<file path="src/rtl/mem_access.sv">
// mem_access: memory-access stage between execute and writeback
// Issues one aligned load/store per instruction on the data bus, lane-aligns store
// data/strobes, shifts and extends load data, and joins the global stall handshake.
// Ports:
//   clk, rst (async, active-low)
//   in_*                  instruction fields from execute, latched on a global advance
//   dreq_*                data-bus request (held stable until the transfer completes)
//   dresp_*               data-bus address/data acknowledge and raw load data
//   out_*                 MEM->WB fields, meaningful while the stage is DONE
//   ok_to_proceed         stage idle or finished
//   ok_to_proceed_overall global advance, AND of every stage's ok_to_proceed
module mem_access #(
    parameter int XLEN = 64
) (
    input  logic            clk,
    input  logic            rst,
    input  logic            in_valid,
    input  logic            in_is_load,
    input  logic            in_is_store,
    input  logic [1:0]      in_size,
    input  logic            in_unsigned,
    input  logic [XLEN-1:0] in_addr,
    input  logic [XLEN-1:0] in_wdata,
    input  logic [XLEN-1:0] in_alu_out,
    input  logic            in_is_wb,
    input  logic [4:0]      in_wd,
    output logic            dreq_valid,
    output logic [XLEN-1:0] dreq_addr,
    output logic [2:0]      dreq_size,
    output logic [7:0]      dreq_strobe,
    output logic [XLEN-1:0] dreq_data,
    input  logic            dresp_addr_ok,
    input  logic            dresp_data_ok,
    input  logic [XLEN-1:0] dresp_data,
    output logic            out_valid,
    output logic            out_is_wb,
    output logic [4:0]      out_wd,
    output logic [XLEN-1:0] out_alu_out,
    output logic [XLEN-1:0] out_mem_out,
    output logic [XLEN-1:0] out_mem_addr,
    output logic            out_is_mem_read,
    output logic            out_is_mem,
    output logic            out_misalign,
    output logic            ok_to_proceed,
    input  logic            ok_to_proceed_overall
);
    typedef enum logic [1:0] {IDLE, REQ, WAIT, DONE} state_t;
    state_t          r_state, w_next;
    logic            r_valid, r_load, r_store, r_unsigned, r_is_wb, r_misalign;
    logic [1:0]      r_size;
    logic [4:0]      r_wd;
    logic [XLEN-1:0] r_addr, r_wdata, r_alu_out, r_mem_out;
    logic            w_accept, w_misalign, w_req, w_capture, w_sign;
    logic [2:0]      w_amask;
    logic [7:0]      w_mask;
    logic [XLEN-1:0] w_shifted, w_load;
    assign ok_to_proceed = (r_state == IDLE) || (r_state == DONE);
    assign w_accept      = ok_to_proceed && ok_to_proceed_overall;
    // Low address bits that must be zero for a naturally aligned access of in_size.
    assign w_amask       = {&in_size, in_size[1], |in_size};
    assign w_misalign    = |(in_addr[2:0] & w_amask);
    assign w_req         = (r_state == REQ) || (r_state == WAIT);
    assign w_capture     = ((r_state == REQ) && dresp_addr_ok && dresp_data_ok) ||
                           ((r_state == WAIT) && dresp_data_ok);
    assign w_mask        = (r_size == 2'd0) ? 8'h01 : (r_size == 2'd1) ? 8'h03 :
                           (r_size == 2'd2) ? 8'h0F : 8'hFF;
    assign w_shifted     = dresp_data >> {r_addr[2:0], 3'b000};
    assign w_sign        = ~r_unsigned & ((r_size == 2'd0) ? w_shifted[7] :
                                          (r_size == 2'd1) ? w_shifted[15] : w_shifted[31]);
    assign w_load        = (r_size == 2'd0) ? {{(XLEN-8){w_sign}}, w_shifted[7:0]} :
                           (r_size == 2'd1) ? {{(XLEN-16){w_sign}}, w_shifted[15:0]} :
                           (r_size == 2'd2) ? {{(XLEN-32){w_sign}}, w_shifted[31:0]} : w_shifted;
    assign dreq_valid      = w_req;
    assign dreq_addr       = r_addr;
    assign dreq_size       = {1'b0, r_size};
    assign dreq_strobe     = (w_req && r_store) ? 8'(w_mask << r_addr[2:0]) : 8'h00;
    assign dreq_data       = r_wdata << {r_addr[2:0], 3'b000};
    assign out_valid       = (r_state == DONE) && r_valid;
    assign out_is_wb       = r_is_wb;
    assign out_wd          = r_wd;
    assign out_alu_out     = r_alu_out;
    assign out_mem_out     = r_mem_out;
    assign out_mem_addr    = r_addr;
    assign out_is_mem_read = r_load;
    assign out_is_mem      = r_load | r_store;
    assign out_misalign    = r_misalign;
    always_comb begin
        w_next = r_state;
        if (w_accept)
            w_next = (in_valid && (in_is_load || in_is_store) && !w_misalign) ? REQ : DONE;
        else if (r_state == REQ)
            w_next = dresp_addr_ok ? (dresp_data_ok ? DONE : WAIT) : REQ;
        else if (r_state == WAIT && dresp_data_ok)
            w_next = DONE;
    end
    always_ff @(posedge clk or negedge rst) begin
        if (!rst) begin
            r_state    <= IDLE;
            r_valid    <= 1'b0;
            r_load     <= 1'b0;
            r_store    <= 1'b0;
            r_unsigned <= 1'b0;
            r_is_wb    <= 1'b0;
            r_misalign <= 1'b0;
            r_size     <= '0;
            r_wd       <= '0;
            r_addr     <= '0;
            r_wdata    <= '0;
            r_alu_out  <= '0;
            r_mem_out  <= '0;
        end else begin
            r_state <= w_next;
            if (w_accept) begin
                r_valid    <= in_valid;
                r_load     <= in_is_load;
                r_store    <= in_is_store;
                r_unsigned <= in_unsigned;
                r_is_wb    <= in_is_wb;
                r_misalign <= in_valid && (in_is_load || in_is_store) && w_misalign;
                r_size     <= in_size;
                r_wd       <= in_wd;
                r_addr     <= in_addr;
                r_wdata    <= in_wdata;
                r_alu_out  <= in_alu_out;
                r_mem_out  <= '0;
            end else if (w_capture && r_load) begin
                r_mem_out <= w_load;
            end
        end
    end
endmodule

</file>
<file path="config.mk">
export PLATFORM = sky130hd
export DESIGN_NAME = mem_access
export DESIGN_NICKNAME = d
export VERILOG_FILES = /design/src/rtl/mem_access.sv
export SDC_FILE = /design/constraint.sdc
export NUM_CORES = 1
export LEC_CHECK = 0
export CAP_MARGIN = 20
export CORE_AREA = 2 2 242 244
export DETAILED_ROUTE_END_ITERATION = 10
export DIE_AREA = 0 0 244 246
export GPL_TIMING_DRIVEN = 0
export PLACE_DENSITY = 0.6
export REMOVE_ABC_BUFFERS = 1
export SETUP_SLACK_MARGIN = 0.05
export SLEW_MARGIN = 20
export SYNTH_ARGS = -nofsm -noshare
export SYNTH_HDL_FRONTEND = slang
export SYNTH_SLANG_ARGS = --single-unit
export TNS_END_PERCENT = 1
</file>
<file path="constraint.sdc">
create_clock -name clk -period 6.95 [get_ports clk]
set_input_delay 2.085 -clock clk [delete_from_list [all_inputs] [get_ports clk]]
set_output_delay 2.085 -clock clk [all_outputs]
set_load 0.03 [all_outputs]
</file>
### Yosys cells after proc, flatten, opt, wreduce, memory -nomap -nowiden

Index checks and enable logic that the tools add are counted.

* logic and storage cells: 64
* output and inout port bits: 343
* bits in registers: 271

* bitwise gates (word level): 4
* shift operators: 3
* muxes and demuxes: 17
* reductions and logical operators: 22
* eq/ne operators: 5

Operators by type and width (number)
* $mux 64: 5
* $shl 64x6->64: 1
* $shr 64x6->64: 1
* $mux 8: 4
* $logic_and 1x1->1: 10
* $mux 2: 5
* $shl 8x3->8: 1
* $eq 2x2->1 const B: 3
* $eq 2x1->1 const B: 2
* $logic_not 2->1: 2
* $logic_or 1x1->1: 4
* $and 3x3->3: 1
* $mux 1: 3
* $reduce_bool 3->1: 1
* $reduce_or 3->1: 1
* $reduce_and 2->1: 1
* $reduce_bool 2->1: 1
* $reduce_or 2->1: 1
* $and 1x1->1: 1
* $logic_not 1->1: 1
* $not 1->1: 1
* $or 1x1->1: 1

### Longest topological paths before layout

* depth in word-level cells: 9
* depth in mapped cells: 9
* mapped depth without buffers: 7

### Worst setup path before layout

Ideal clock, no wire load.

* path kind: flip-flop to output port
* start: register r_addr[2], in the netlist dreq_addr[2]
* end: output port dreq_strobe[5]
* arrival: 3.191 ns
* path slack: 1.674 ns
* cell stages (with the launch flop): 7
* path buffers: 4
* required time: 4.865 ns
* path through: dfrtp_1 > buf_2 > clkbuf_1 > clkbuf_1 > clkbuf_1 > a21oi_1 > a2111oi_0

* longest elaborated chain between the ends: 2

RTL lines
* from (decl): line 52 `logic [XLEN-1:0] r_addr, r_wdata, r_alu_out, r_mem_out;`
* from (signal assigned): line 122 `r_addr <= in_addr;`
* $shl 8x3->8: line 76 `assign dreq_strobe = (w_req && r_store) ? 8'(w_mask << r_addr[2:0]) : 8'h00;`
* $mux 8: line 76
* to (decl): line 30 `output logic [7:0] dreq_strobe,`

Every way passes these cells.

### Worst setup path after layout

* start: register r_size[1]
* end: output port dreq_strobe[4]

* longest elaborated chain between the ends: 6
* elaborated cells between the ends (all ways): 8
* classes of those cells: eq/ne: 2; shift: 1; mux: 4; reduce/logical: 1

RTL lines
* from (decl): line 50 `logic [1:0] r_size;`
* from (signal assigned): line 120 `r_size <= in_size;`
* $eq 2x2->1: line 66 `(r_size == 2'd2) ? 8'h0F : 8'hFF;`
* $mux 8: line 66
* $mux 8: line 65 `assign w_mask = (r_size == 2'd0) ? 8'h01 : (r_size == 2'd1) ? 8'h03 :`
* $mux 8 (*): line 65
* $shl 8x3->8 (*): line 76
* $mux 8 (*): line 76

Mark *: on every way between the ends. The rest lies on a longest branch, timed or not.

==> results.json <==
{
  "gp_congestion": 0.890,
  "p_comb_share_pct": 62.5,
  "cts_tree": "built",
  "hpwl_um": 48100,
  "finalCritPeriodShare_pct": 81.5,
  "min_to": "r_valid",
  "p_switching_uw": 6430,
  "internal_power_uw": 6490,
  "p_clk_share_pct": 14.5,
  "p_leak_uw": 0.00988,
  "initial_core_util_pct": 24.9,
  "ant_nets": 0,
  "hold_start": "r_valid",
  "whs_ns": 0.464,
  "stdcell_area_um2": 22200,
  "grt_usage_pct": 20.2,
  "drt_pre_antenna_iters": 5,
  "port_buffers": 614,
  "postSynthCellCount": 1698,
  "layout_setup_ws_ns": 1.29,
  "p_sw_share_pct": 49.7,
  "clock.fmax_mhz": 177,
  "synth_ff_type": "dfrtp_1",
  "drt_iter0_drc": 816,
  "path_clk_slew_ns": 0.06,
  "fin_cells": 2974,
  "end_kind": "primary output",
  "postCtsResizedCells": 0,
  "power_frac_seq_pct": 23.0,
  "synth_area_per_cell_um2": 8.43,
  "cap_violations": 0,
  "cts.hold.buffers_added": 0,
  "die-area_um2": 60000,
  "status": "finished clean",
  "r2r_end": "out_mem_out[40]",
  "num_vias": 14000,
  "core_area_um2": 57400,
  "cts_sinks": 271,
  "post-route-min-period_ns": 5.66,
  "hold_viol": 0,
  "post_cts_buffers": 0,
  "syn_to_final_growth_pct": 54.9,
  "clk_latency_ns": 0.54,
  "synth_edf_count": 0,
  "htreeDepth": 2,
  "drc": 0,
  "critPathKind": "reg2out",
  "worst_pin_slew_ns": 1.21,
  "clk_path_buf_depth": 3,
  "synthArstFlopShare_pct": 100,
  "r2r_slack_ns": 3.34,
  "grt_max_degree": 94,
  "worst_ep_arrival_time_ns": 3.58,
  "cts_buffers": 34,
  "grt_pass1_vias": 14000,
  "hold_class": "reg2reg",
  "grt_first_pass_wirelength_um": 91500,
  "netlist_area_um2": 14300,
  "slew_headroom_pct": 19.6,
  "finalSetupViolCount": 0,
  "reg2regPathDepth": 7,
  "vias_per_cell": 4.71,
  "rsz0062_at_grt": "no",
  "hold_path_depth": 2,
  "r2r_start": "dreq_addr[2]",
  "cp-start-kind": "flip-flop",
  "skew_ns": 0.0168,
  "nets": 2459,
  "cts-root-buf": "clkbuf_16",
  "cp_data_required_time_ns": 4.87,
  "drive_gt1_share_pct": 7.12,
  "ir_worst_vdd_mv": 0.304,
  "io_pins": 616,
  "fp-row-count": 88,
  "synth_warnings": 0,
  "place_area_um2": 21000,
  "die_h_um": 246,
  "ys_seq_area_share_pct": 47.4,
  "p_per_area_nw_per_um2": 583,
  "ys_seq_elements": 271,
  "slew_violations": 0,
  "finalSetupTns_ns": 0,
  "wl_per_cell_um": 21.1,
  "wl_um": 62900,
  "dp_cells": 2912,
  "grt-ovfl-total": 0,
  "grt_antenna_before_repair": 13,
  "chipWidth_um": 244,
  "synth.distinct_cells": 51,
  "dp_slack_ns": 1.89,
  "cp_max_fo": 25
}
[worst max-delay path: stages, from the launching register on]
cell and delay [ns]:
dfrtp_1 1.06, clkinv_1 0.60, a21oi_1 0.29, a211oi_1 0.07, a211oi_1 0.25, clkdlybuf4s50_1 0.77
[worst max path at each step]
stage                                startpoint  slack [ns]         endpoint
after CTS                             r_size[1]        1.30   dreq_strobe[4]
final                                 r_size[1]        1.29   dreq_strobe[4]
after global routing                  r_size[1]        1.12   dreq_strobe[4]
after detailed placement              r_size[1]        1.89   dreq_strobe[4]
after floorplan           ok_to_proceed_overall       -2.62  out_mem_out[32]
after global placement    ok_to_proceed_overall      -11.11  out_mem_out[57]
[cells by family after synthesis]
kind of cell | share of synthesized area (%)
AOI/OAI and AO/OA | 10.8
buffers and inverters | 7.09
adders and majority gates | 0.262
muxes | 11.2
other | 0.0262
DFF | 47.4
and+or+nand+nor | 23.2
[final cells by class]
class	instances	area, µm²
antenna	4	10.0
clock buffer	44	970
clock inverter	14	195
fill	5764	35200
inverter	7	26.3
multi-input combinational	1234	6570
sequential	271	6790
tap	765	957
timing repair buffer	635	6640
[flip-flops by register name (all words and copies together), names as in the netlist]
name / flops
out_wd: 5
r_valid: 1
r_wdata: 64
r_state: 2
out_is_wb: 1
out_alu_out: 64
out_mem_out: 64
dreq_addr: 64
out_is_mem_read: 1
r_size: 2
out_misalign: 1
r_store: 1
r_unsigned: 1
[per-layer routing]
layer / up-vias / track usage, % / part of all wire, %
met2: 613 / 35.6 / 49
met4: 14 / 8.61 / 4.4
met3: 130 / 6.18 / 8.6
met1: 6709 / 22.5 / 38
met5: - / 0 / 0.14
li1: 6555 / - / -
[cell usage in the layout, fill, tap and decap left out, drive strengths merged, types with 10 or more instances in the layout]
master / count
o21ai: 70
clkdlybuf4s50: 613
buf: 22
a221o: 11
clkbuf: 44
a22oi: 28
nand2b: 10
nand2: 685
o22ai: 10
mux2i: 91
dfrtp: 271
o211ai: 10
nor2: 94
a211oi: 20
nor2b: 11
mux2: 50
nor3: 16
a21oi: 58
clkinv: 10
[synthesized netlist by cell type, drive strengths merged (2+ instances only)]
cell | count | area share, %
o21ai | 70 | 2.4
buf | 101 | 4.7
ha | 3 | 0.26
nand3 | 8 | 0.28
inv | 6 | 0.16
mux4 | 5 | 0.79
a221o | 11 | 0.77
nor2b | 11 | 0.48
nand2b | 10 | 0.44
a22oi | 28 | 1.5
nor3 | 16 | 0.59
o211ai | 10 | 0.52
nor2 | 94 | 2.5
nand2 | 685 | 18
mux2i | 91 | 6.5
a32oi | 6 | 0.37
a211oi | 20 | 1.0
a21oi | 58 | 2.1
clkbuf | 85 | 2.2
or2 | 4 | 0.17
a221oi | 9 | 0.55
o22ai | 10 | 0.44
mux2 | 50 | 3.9
dfrtp | 271 | 47
a211o | 2 | 0.12
a22o | 9 | 0.55
and2 | 2 | 0.087
and3 | 8 | 0.35
[power by group through the flow]
stage | sequential [µW] | combinational (µW) | clock (µW)
final | 2980 | 8070 | 1870
after global routing | 3070 | 8540 | 1980
after CTS | 2980 | 8130 | 1930
after detailed placement | 3000 | 8110 | 0
after global placement | 3260 | 8020 | 0
after floorplan | 4340 | 3200 | 0
[metrics by stage]
stage	power, µW	util, %
after floorplan	7540	-
after global placement	11300	35.6
after detailed placement	11100	36.6
after CTS	13000	38.6
after global routing	13600	38.6
final	12900	38.6
No activity file was read; power rests on OpenSTA's default activity.
